### config.mk
export PLATFORM = sky130hd
export DESIGN_NAME = fixed_add_arbiter
export DESIGN_NICKNAME = d
export VERILOG_FILES = /design/src/rtl/fixed_point_pkg.sv /design/src/rtl/sm_adder_core.sv /design/src/rtl/fixed_add_arbiter.sv
export SDC_FILE = /design/constraint.sdc
export NUM_CORES = 1
export LEC_CHECK = 0
export ABC_AREA = 1
export CELL_PAD_IN_SITES_DETAIL_PLACEMENT = 1
export CELL_PAD_IN_SITES_GLOBAL_PLACEMENT = 2
export CORE_MARGIN = 2
export CORE_UTILIZATION = 32
export CTS_CLUSTER_DIAMETER = 100
export CTS_CLUSTER_SIZE = 40
export DETAILED_ROUTE_END_ITERATION = 6
export DONT_BUFFER_PORTS = 1
export HOLD_SLACK_MARGIN = 0.03
export PLACE_DENSITY = 0.86
export SYNTH_ARGS = -nofsm -noshare
export SYNTH_HDL_FRONTEND = slang
export SYNTH_HIERARCHICAL = 1
export SYNTH_SLANG_ARGS = --single-unit
### constraint.sdc
create_clock -name i_clk -period 3.7 [get_ports i_clk]
set_input_delay 0 -clock i_clk [delete_from_list [all_inputs] [get_ports i_clk]]
set_output_delay 0 -clock i_clk [all_outputs]
set_load 0.01 [all_outputs]
### src/rtl/fixed_point_pkg.sv
// Shared definitions for the sign-magnitude fixed-point arbiter: response
// buffer state encoding and sign/magnitude field helpers.
package fixed_point_pkg;

    typedef enum logic {
        EMPTY = 1'b0,
        FULL  = 1'b1
    } rsp_state_t;

    // Width-generic helpers; callers zero-extend the word and size-cast the result.
    function automatic logic sm_sign(input logic [63:0] w, input int unsigned n);
        return w[n-1];
    endfunction

    function automatic logic [63:0] sm_mag(input logic [63:0] w, input int unsigned n);
        return w & ((64'd1 << (n - 1)) - 64'd1);
    endfunction

endpackage

### src/rtl/sm_adder_core.sv
// Combinational sign-magnitude adder; ovf flags magnitude carry-out on a
// same-sign add, and equal-magnitude cancellation always yields +0.
module sm_adder_core
    import fixed_point_pkg::*;
#(
    parameter int unsigned N = 8
) (
    input  logic [N-1:0] a,
    input  logic [N-1:0] b,
    output logic [N-1:0] sum,
    output logic         ovf
);

    localparam int unsigned MW = N - 1;

    logic          sa;
    logic          sb;
    logic [MW-1:0] ma;
    logic [MW-1:0] mb;
    logic [MW:0]   s_add;

    assign sa = sm_sign(64'(a), N);
    assign sb = sm_sign(64'(b), N);
    assign ma = MW'(sm_mag(64'(a), N));
    assign mb = MW'(sm_mag(64'(b), N));

    always_comb begin
        sum   = '0;
        ovf   = 1'b0;
        s_add = {1'b0, ma} + {1'b0, mb};
        if (sa == sb) begin
            sum = {sa, s_add[MW-1:0]};
            ovf = s_add[MW];
        end else if (ma > mb) begin
            sum = {sa, ma - mb};
        end else if (mb > ma) begin
            sum = {sb, mb - ma};
        end
    end

endmodule

### src/rtl/fixed_add_arbiter.sv
// Round-robin arbiter sharing one sign-magnitude adder between NREQ
// requesters, with a single-entry tagged response buffer.
module fixed_add_arbiter
    import fixed_point_pkg::*;
#(
    parameter  int unsigned N    = 8,
    parameter  int unsigned NREQ = 4,
    localparam int unsigned IDW  = $clog2(NREQ)
) (
    input  logic              i_clk,
    input  logic              i_rst,
    input  logic [NREQ-1:0]   i_req_valid,
    input  logic [NREQ*N-1:0] i_req_a,
    input  logic [NREQ*N-1:0] i_req_b,
    output logic [NREQ-1:0]   o_req_ready,
    output logic              o_rsp_valid,
    output logic [IDW-1:0]    o_rsp_id,
    output logic [N-1:0]      o_rsp_sum,
    output logic              o_rsp_ovf,
    input  logic              i_rsp_ready
);

    rsp_state_t     state;
    rsp_state_t     state_nx;
    logic [IDW-1:0] rr_ptr;
    logic [IDW-1:0] g;
    logic [IDW-1:0] rr_next;
    logic           found;
    logic           can_accept;
    logic           hs;
    logic [N-1:0]   a_sel;
    logic [N-1:0]   b_sel;
    logic [N-1:0]   add_sum;
    logic           add_ovf;

    // Rotating priority search starting at rr_ptr, wrapping modulo NREQ.
    always_comb begin
        g     = '0;
        found = 1'b0;
        for (int unsigned i = 0; i < NREQ; i++) begin
            int unsigned idx;
            idx = (32'(rr_ptr) + i) % NREQ;
            if (!found && i_req_valid[IDW'(idx)]) begin
                found = 1'b1;
                g     = IDW'(idx);
            end
        end
    end

    assign can_accept = (state == EMPTY) || i_rsp_ready;
    assign hs         = can_accept && found && !i_rst;
    assign rr_next    = (32'(g) == NREQ - 1) ? '0 : g + 1'b1;

    always_comb begin
        o_req_ready = '0;
        if (hs) begin
            o_req_ready[g] = 1'b1;
        end
    end

    assign a_sel = i_req_a[32'(g)*N +: N];
    assign b_sel = i_req_b[32'(g)*N +: N];

    sm_adder_core #(.N(N)) u_adder (
        .a   (a_sel),
        .b   (b_sel),
        .sum (add_sum),
        .ovf (add_ovf)
    );

    always_comb begin
        state_nx = state;
        case (state)
            EMPTY: if (hs) state_nx = FULL;
            FULL: begin
                if (hs)               state_nx = FULL;
                else if (i_rsp_ready) state_nx = EMPTY;
            end
            default: state_nx = EMPTY;
        endcase
    end

    always_ff @(posedge i_clk or posedge i_rst) begin
        if (i_rst) begin
            state <= EMPTY;
        end else begin
            state <= state_nx;
        end
    end

    always_ff @(posedge i_clk or posedge i_rst) begin
        if (i_rst) begin
            rr_ptr    <= '0;
            o_rsp_id  <= '0;
            o_rsp_sum <= '0;
            o_rsp_ovf <= 1'b0;
        end else if (hs) begin
            rr_ptr    <= rr_next;
            o_rsp_id  <= g;
            o_rsp_sum <= add_sum;
            o_rsp_ovf <= add_ovf;
        end
    end

    assign o_rsp_valid = (state == FULL);

endmodule

==> results of run 1 <==
[stage by stage]
| step | cells | setup WS, ns |
|---|---|---|
| after floorplan | 539 | 0.735 |
| after global placement | 655 | 0.00540 |
| after detailed placement | 655 | -0.0397 |
| after CTS | 661 | 0.0450 |
| after global routing | 672 | -0.0275 |
| final | 672 | 0.264 |
[placed cells by master (no fill, tap or decap), types with 2 or more instances in the layout]
cell,Yosys,final
dfrtp_1,14,13
a21oi_1,11,10
inv_2,4,5
nand3_2,3,2
nand2_2,8,10
o21bai_1,3,2
o21ai_0,6,6
nand3_4,2,5
nand4_1,36,36
xor2_1,6,6
ha_4,0,3
clkbuf_8,0,4
nand2_4,1,2
a31oi_1,2,2
nand2_1,179,176
xnor2_1,2,2
dlygate4sd3_1,0,2
ha_1,26,23
buf_12,0,3
nand3_1,53,53
nor2_2,3,3
inv_1,120,119
nor2_4,3,3
nor2_1,25,25
buf_4,5,14
inv_6,1,2
[layer usage]
| metal | vias up | routed length [um] | share of wire, % | GRT usage [%] |
|---|---|---|---|---|
| met5 | - | 0 | 0 | 0 |
| met4 | 0 | 36 | 0.37 | 1.87 |
| met3 | 5 | 230 | 2.4 | 0.759 |
| met2 | 64 | 4830 | 50 | 34.2 |
| met1 | 1521 | 4630 | 48 | 24.1 |
| li1 | 1664 | - | - | - |
[cells by family after synthesis]
kind of cell	count (synthesis)	synth area share (%)
AO/OA/AOI/OAI	26	5.18
XOR/XNOR	8	2.30
adder cells (fa/ha/maj)	28	12.0
buffers and inverters	148	21.2
flip-flops	14	11.5
AND/OR/NAND/NOR	315	47.8
[layout make-up]
type | instances | area [um^2]
fillers | 1264 | 5840
multi-input cells | 379 | 2160
inverters | 126 | 483
flip-flops and latches | 14 | 352
repair buffers | 20 | 193
well taps | 129 | 161
clock buffers | 4 | 55.1
[repair_timing]
action | 4_1_cts | 5_1_grt
cloned | 0 | 2
endpoints found under the hold margin | 15 | 0
hold buffers | 2 | 0
endpoints found under the setup margin | 6 | 9
pin swaps | 0 | 6
setup buffers | 0 | 9
gates resized for setup | 1 | 20
[sequential cells by signal, indices dropped and copies added, names as in the netlist]
name and count:
o_rsp_id 2, o_rsp_ovf 1, o_rsp_sum 8, o_rsp_valid 1
rr_ptr 2
[worst max-delay path by stage]
| stage | start | endpoint | slack (ns) | cells after the start |
|---|---|---|---|---|
| after CTS | rr_ptr[0]$_DFFE_PP0P_ | o_rsp_sum[5]$_DFFE_PP0P_ | 0.05 | 24 |
| after floorplan | rr_ptr[0]$_DFFE_PP0P_ | o_rsp_sum[5]$_DFFE_PP0P_ | 0.74 | 27 |
| final | rr_ptr[0]$_DFFE_PP0P_ | o_rsp_sum[5]$_DFFE_PP0P_ | 0.26 | 25 |
| after global routing | rr_ptr[0]$_DFFE_PP0P_ | o_rsp_sum[6]$_DFFE_PP0P_ | -0.03 | 25 |
| after global placement | rr_ptr[0]$_DFFE_PP0P_ | o_rsp_sum[5]$_DFFE_PP0P_ | 0.005 | 25 |
| after detailed placement | rr_ptr[0]$_DFFE_PP0P_ | o_rsp_sum[5]$_DFFE_PP0P_ | -0.04 | 25 |
[critical path: stages, from the launching register on]
cell and delay [ns]:
dfrtp_2 0.46, clkbuf_4 0.19, nand2_1 0.06, nand2_1 0.06, nand2_2 0.08, nand2_1 0.10, nor2_4 0.18, nand3_4 0.16
buf_12 0.20, nand4_1 0.13, nand3_1 0.09, nand2_1 0.14, inv_2 0.10, ha_4 0.32, nand3_1 0.11, nand2_1 0.18
nand2_1 0.09, nand2_2 0.09, nand2_2 0.06, nor2_2 0.15, nand2_1 0.07, nand2_1 0.06, nand2_1 0.05, nand2_1 0.08
nand2_1 0.06, nand2_1 0.07
==> impl_metrics.toml, run 1 <==
[die]
die_area_um2 = 10300
core-area_um2 = 9240
die_width_um = 102
rows = 35
pin_count = 87
die_h_um = 102
start_util_pct = 32.9

[detailed_routing]
routed_wl_um = 9730
drt-wirelength-per-cell_um = 14.5
via_count = 3254
drtIter0Drc = 82
viasPerCell = 4.84
drc = 0
ant_nets = 0
drt_first_pass_iters = 4

[setup_path]
crit_type = "reg2reg"
cp.arrival_ns = 3.62
startpoint_type = "register"
required_ns = 3.89
crit_path_end_kind = "register"
reg2reg_to = "o_rsp_sum[5]$_DFFE_PP0P_"
regToRegSetupSlack_ns = 0.26
cp_max_fo = 32
reg2reg_depth = 25
reg2reg_from = "rr_ptr[0]$_DFFE_PP0P_"

[sta]
relSlewSlack_pct = 61.1
final.min_clock_period_ns = 3.44
hold-worst-slack_ns = 0.193
slew_viol_final = 0
setup-tns-final_ns = 0
clock.fmax_ghz = 0.291
setup_viol = 0
finClkSkew_ns = 0.00159
fin_crit_sh_pct = 92.9
hold_viol = 0
worst_pin_slew_ns = 0.582

[synthesis]
synth_edf_count = 0
yosysMostFrequentCell = "nand2_1"
syn_inst = 539
async_flop_share_pct = 100
synth_common_cells = "nand2_1 (179), inv_1 (120), nand3_1 (53)"
synth_ff_type = "dfrtp_1"
yosys_warnings = 6
synth_area_um2 = 3040
avgSynthCellArea_um2 = 5.65
netlist.area_leader.share_pct = 22.1
synth_nets = 638
synth-seq-cells = 14
ys_top_cells_by_area = "nand2_1 (22%), inv_1 (15%), dfrtp_1 (12%)"
synthDistinctLibCells = 33
yosysSeqAreaShare_pct = 11.5
synth_top_area_cell = "nand2_1"

[worst_hold_path]
hp-class = "in2reg"
min_to = "o_rsp_sum[6]$_DFFE_PP0P_"
whs_path_depth = 4
hp-start = "i_rsp_ready"

[placement]
gp_congestion = 0.876
dp.final_hpwl_um = 7840
placed_cell_area_um2 = 3150
portBuffers = 0

[cts]
tritoncts = "done"
clk_pin_slew_ns = 0.06
numCtsBuffers = 3
htreeDepth = 1
cts_root_buffer = "clkbuf_8"
cts_sinks = 14
cts_buffer_depth = 2
insertion_delay_ns = 0.25

[grt]
grt_pass1_wl_um = 15700
grt_max_degree = 34
grt_overflow = 0
grt_pass1_vias = 3372
antenna_found_initial = 0
grt_use_total_pct = 18.4

[layout]
drive_gt1_share_pct = 11.6
final_core_util_pct = 36.8
post-route-cell-area_um2 = 3400
syn_to_final_growth_pct = 11.8
antenna_cells = 0
finalNetCount = 643

[run_status]
status = "complete, no violations"

[flow_run]
drv_cap = 0
Power of run 1 is not shown: default switching activity piles up to over one toggle a cycle in this logic, so the estimate is an artifact.
==> run 2, diff against run 1 <==
CORE_UTILIZATION = 35   (was 32)
PLACE_DENSITY = 0.92   (was 0.86)
clock period = 4.1 ns   (was 3.7 ns; I/O delays follow)
==> run 2 against run 1 <==
  * Fmax down 6.5%
  * Utilization down 0.46 points
  * Global-route usage up 0.90 points
  * Final cell count down 5.5%
  * Critical path depth unchanged
  * Sequential cell count unchanged
  * Worst hold slack worse by 0.00090 ns
  * Final area down 8.2%
==> impl_metrics.toml, run 2 (synthesized netlist as in run 1, its figures left out) <==
[detailed_routing]
drt_first_pass_iters = 4
drtIter0Drc = 121
ant_nets = 0
viasPerCell = 5.05
drc = 0
via_count = 3206
drt-wirelength-per-cell_um = 14.8
routed_wl_um = 9410

[die]
die_area_um2 = 9460
core-area_um2 = 8590
start_util_pct = 35.4
pin_count = 87
die_h_um = 97.3
die_width_um = 97.3
rows = 34

[flow_run]
drv_cap = 0

[setup_path]
cpPeakStageDelay_ns = 0.50
required_ns = 4.28
cp.arrival_ns = 3.86
cp_max_fo = 20
crit_type = "reg2reg"
regToRegSetupSlack_ns = 0.42
reg2reg_to = "o_rsp_sum[6]$_DFFE_PP0P_"
startpoint_type = "register"
crit_family = "simple AND/OR/NAND/NOR gates"
crit_cells = 25
crit_path_end_kind = "register"
reg2reg_from = "rr_ptr[0]$_DFFE_PP0P_"
cpMostUsedCell = "nand2_1"
crit_path_start = "rr_ptr[0]$_DFFE_PP0P_"
cp-endpoint = "o_rsp_sum[6]$_DFFE_PP0P_"
crit_buf_inv = 4
reg2reg_depth = 25
cp_slowest_cell = "dfrtp_2"

[worst_hold_path]
hp-class = "in2reg"
hp-start = "i_rsp_ready"

[sta]
rsz0062_at_grt = "false"
fin_ws_ns = 0.424
hold_viol = 0
finClkSkew_ns = 0.00196
slew_viol_final = 0
setup-tns-final_ns = 0
relSlewSlack_pct = 60.8
setup_viol = 0
final.min_clock_period_ns = 3.68
hold-worst-slack_ns = 0.192
worst_pin_slew_ns = 0.588
fin_crit_sh_pct = 89.7
clock.fmax_ghz = 0.272

[layout]
fillCellCount = 1233
fin_cells = 635
top_register = "o_rsp_sum"
largest_reg_flops = 8
syn_to_final_growth_pct = 2.67
finalNetCount = 627
final_common_cell = "nand2_1"
mostFrequentLayoutCells = "nand2_1 (179), inv_1 (120), nand3_1 (53)"
drive_gt1_share_pct = 7.21
reg_top3 = "o_rsp_sum x8, o_rsp_id x2, rr_ptr x2"
antenna_cells = 0

[placement]
dp.final_hpwl_um = 7920
gp_congestion = 0.908
dpl.cell_count = 628
portBuffers = 0
post-place-ws_ns = 0.296

[cts]
insertion_delay_ns = 0.24
cts_root_buffer = "clkbuf_8"
numCtsBuffers = 3
tritoncts = "done"
cts_sinks = 14
htreeDepth = 1
clk_pin_slew_ns = 0.06
cts_setup_buffers = 0
cts_buffer_depth = 2

[run_status]
status = "complete, no violations"

[grt]
grt_max_degree = 37
grt_pass1_vias = 3185
grt_use_total_pct = 19.3
grt_pass1_wl_um = 15400
grt_overflow = 0
antenna_found_initial = 0
[run 2: cell types whose count changed in the layout (fill, tap and decap cells not counted), sizes merged]
cell and delta:
clkbuf -1, nand3 -1, buf -14
[run 2: routing by layer]
| metal | wire length, um | track usage, % | vias up |
|---|---|---|---|
| met4 | 58 | 2.56 | 0 |
| met1 | 4440 | 26.1 | 1491 |
| met5 | 0 | 0 | - |
| li1 | - | - | 1625 |
| met3 | 380 | 1.29 | 6 |
| met2 | 4530 | 34.6 | 84 |
[run 2: tightest hold or removal path: cells and delay by family]
| family | cells | cell delay (ns) |
|---|---|---|
| simple gates | 4 | 0.40 |
[run 2: worst min path at each step]
stage	to	depth (start not counted)	slack (ns)
global route	o_rsp_sum[2]$_DFFE_PP0P_	4	0.22
floorplan	o_rsp_id[0]$_DFFE_PP0P_	1	-0.1
detailed placement	o_rsp_valid$_DFF_PP0_	1	-0.02
global placement	o_rsp_valid$_DFF_PP0_	1	-0.04
finish	o_rsp_sum[1]$_DFFE_PP0P_	4	0.19
CTS	o_rsp_sum[1]$_DFFE_PP0P_	4	0.20
[run 2: what timing repair did]
action / in CTS / in global routing
hold buffers: 2 / 0
setup endpoints to repair: 0 / 6
endpoints found under the hold margin: 15 / 0
resized for setup: 0 / 2
[run 2: metrics by stage]
step	utilization, %	area [um^2]
after floorplan	-	3040
after global placement	35.3	3040
after detailed placement	35.3	3040
after CTS	36.2	3110
after global routing	36.4	3130
final	36.4	3130
[run 2: area by class of cell]
class,count,area (um^2),share of cell area (%)
Sequential cell,14,352,11.2
Tap cell,108,135,4.32
Inverter,126,480,15.4
Multi-Input combinational cell,378,2060,65.9
Timing Repair Buffer,5,42.5,1.36
Clock buffer,4,55.1,1.76
Power of run 2 is left out for the same reason.
==> run 3, diff against run 2 <==
RECOVER_POWER = 100   (was not set)
TNS_END_PERCENT = 20   (was not set)
==> run 3 against run 2 <==
  * Final cell count is the same
  * Critical path depth stayed put
  * Largest cell class unchanged
  * Register-to-register slack barely moved
  * Sequential share of layout area about the same
  * Global-route usage is the same
  * Via count shrank 0.16%
  * Clock skew is essentially flat
==> impl_metrics.toml, run 3 (synthesized netlist as in run 1, its figures left out) <==
[grt]
use_met2_pct = 34.6
grt_overflow = 0
grt_pass1_vias = 3185
globalRoute.busiestLayer = "met2"
grt_util_met1_pct = 26.1
antenna_found_initial = 0
grt_use_total_pct = 19.3
use_met3_pct = 1.29
grt_max_degree = 37
grt_pass1_wl_um = 15400

[detailed_routing]
via_count = 3201
ant_nets = 0
drt-wirelength-per-cell_um = 14.8
viasPerCell = 5.04
routed_wl_um = 9410
drtIter0Drc = 122
drt_first_pass_iters = 4
drc = 0

[cts]
cts_sinks = 14
cts_buffer_depth = 2
clk_pin_slew_ns = 0.06
tritoncts = "done"
cts_setup_buffers = 0
insertion_delay_ns = 0.24
htreeDepth = 1
cts_root_buffer = "clkbuf_8"
numCtsBuffers = 3

[layout]
reg_top3 = "o_rsp_sum x8, o_rsp_id x2, rr_ptr x2"
largest_reg_flops = 8
fillCellCount = 1233
finalNetCount = 627
antenna_cells = 0
final_common_cell = "nand2_1"
drive_gt1_share_pct = 6.83
syn_to_final_growth_pct = 2.59
mostFrequentLayoutCells = "nand2_1 (180), inv_1 (121), nand3_1 (53)"
top_register = "o_rsp_sum"

[setup_path]
reg2reg_depth = 25
cp_slowest_cell = "dfrtp_2"
cp_max_fo = 20
startpoint_type = "register"
crit_family = "simple AND/OR/NAND/NOR gates"
reg2reg_from = "rr_ptr[0]$_DFFE_PP0P_"
cp.arrival_ns = 3.86
cpMostUsedCell = "nand2_1"
regToRegSetupSlack_ns = 0.42
cpPeakStageDelay_ns = 0.50
required_ns = 4.28
crit_path_end_kind = "register"
crit_buf_inv = 4
reg2reg_to = "o_rsp_sum[6]$_DFFE_PP0P_"
crit_type = "reg2reg"

[placement]
dp.final_hpwl_um = 7920
portBuffers = 0
gp_congestion = 0.908

[sta]
setup_viol = 0
finClkSkew_ns = 0.00191
clock.fmax_ghz = 0.272
setup-tns-final_ns = 0
rsz0062_at_grt = "false"
worst_pin_slew_ns = 0.575
final.min_clock_period_ns = 3.68
fin_crit_sh_pct = 89.6
slew_viol_final = 0
relSlewSlack_pct = 61.6
hold_viol = 0

[worst_hold_path]
hp-class = "in2reg"
whs_path_depth = 4
min_to = "o_rsp_sum[1]$_DFFE_PP0P_"
hp-start = "i_rsp_ready"

[die]
rows = 34
pin_count = 87
die_area_um2 = 9460
core-area_um2 = 8590
start_util_pct = 35.4
die_h_um = 97.3
die_width_um = 97.3

[run_status]
status = "complete, no violations"

[flow_run]
drv_cap = 0
-- run 3: cell counts in the layout (fill, tap and decap cells not counted) --
Identical to the previous run, type by type.
-- run 3: worst register-to-register path: stages (launching register included) --
cell	delay (ns)
dfrtp_2	0.50
inv_6	0.13
nand2_1	0.08
nand3_1	0.10
nand2_2	0.09
nor2_4	0.17
nand3_1	0.11
nand3_2	0.09
nand2_4	0.15
inv_4	0.21
nand3_1	0.12
nand2_1	0.15
inv_1	0.06
ha_1	0.46
nand2_1	0.16
inv_1	0.10
nand2_1	0.09
nand2_1	0.07
a21oi_1	0.06
nor2_1	0.27
nand2_1	0.09
nand2_1	0.08
nand2_1	0.05
nand2_1	0.07
nand2_1	0.06
nand2_1	0.09
-- run 3: timing repair --
item	4_1_cts	5_1_grt
endpoints found under the setup margin	0	6
endpoints found under the hold margin	15	0
hold buffers	2	0
resized for setup	0	2
-- run 3: how the worst max path moves through the flow --
stage / to / cells past startpoint / slack, ns / start
2_1_floorplan: o_rsp_sum[5]$_DFFE_PP0P_ / 27 / 1.14 / rr_ptr[0]$_DFFE_PP0P_
3_3_place_gp: o_rsp_sum[6]$_DFFE_PP0P_ / 24 / 0.43 / rr_ptr[0]$_DFFE_PP0P_
3_5_place_dp: o_rsp_sum[6]$_DFFE_PP0P_ / 24 / 0.30 / rr_ptr[0]$_DFFE_PP0P_
4_1_cts: o_rsp_sum[6]$_DFFE_PP0P_ / 24 / 0.27 / rr_ptr[0]$_DFFE_PP0P_
5_1_grt: o_rsp_sum[6]$_DFFE_PP0P_ / 24 / 0.02 / rr_ptr[0]$_DFFE_PP0P_
6_report: o_rsp_sum[6]$_DFFE_PP0P_ / 25 / 0.42 / rr_ptr[0]$_DFFE_PP0P_
-- run 3: metal layers --
| layer | wire length, um | share of wire [%] | up-vias |
|---|---|---|---|
| li1 | - | - | 1625 |
| met1 | 4440 | 47 | 1484 |
| met2 | 4530 | 48 | 86 |
| met3 | 384 | 4.1 | 6 |
| met4 | 58 | 0.62 | 0 |
| met5 | 0 | 0 | - |
-- run 3: through the flow --
step / setup slack, ns / instance area (um^2) / hold slack, ns / std cells / utilization (%)
after floorplan: 1.14 / 3040 / -0.0952 / 539 / -
after CTS: 0.271 / 3110 / 0.195 / 634 / 36.2
after global routing: 0.0204 / 3120 / 0.218 / 635 / 36.3
after detailed placement: 0.296 / 3040 / -0.0193 / 628 / 35.3
final: 0.425 / 3120 / 0.191 / 635 / 36.3
after global placement: 0.431 / 3040 / -0.0356 / 628 / 35.3
-- run 3: cell type report --
| type | instances | area [um^2] | share of cell area (%) |
|---|---|---|---|
| clock buffer | 4 | 55.1 | 1.76 |
| inverter | 126 | 480 | 15.4 |
| multi-input combinational | 378 | 2060 | 65.9 |
| sequential | 14 | 352 | 11.3 |
| tap | 108 | 135 | 4.33 |
| timing repair buffer | 5 | 42.5 | 1.36 |
Power of run 3 is left out for the same reason.
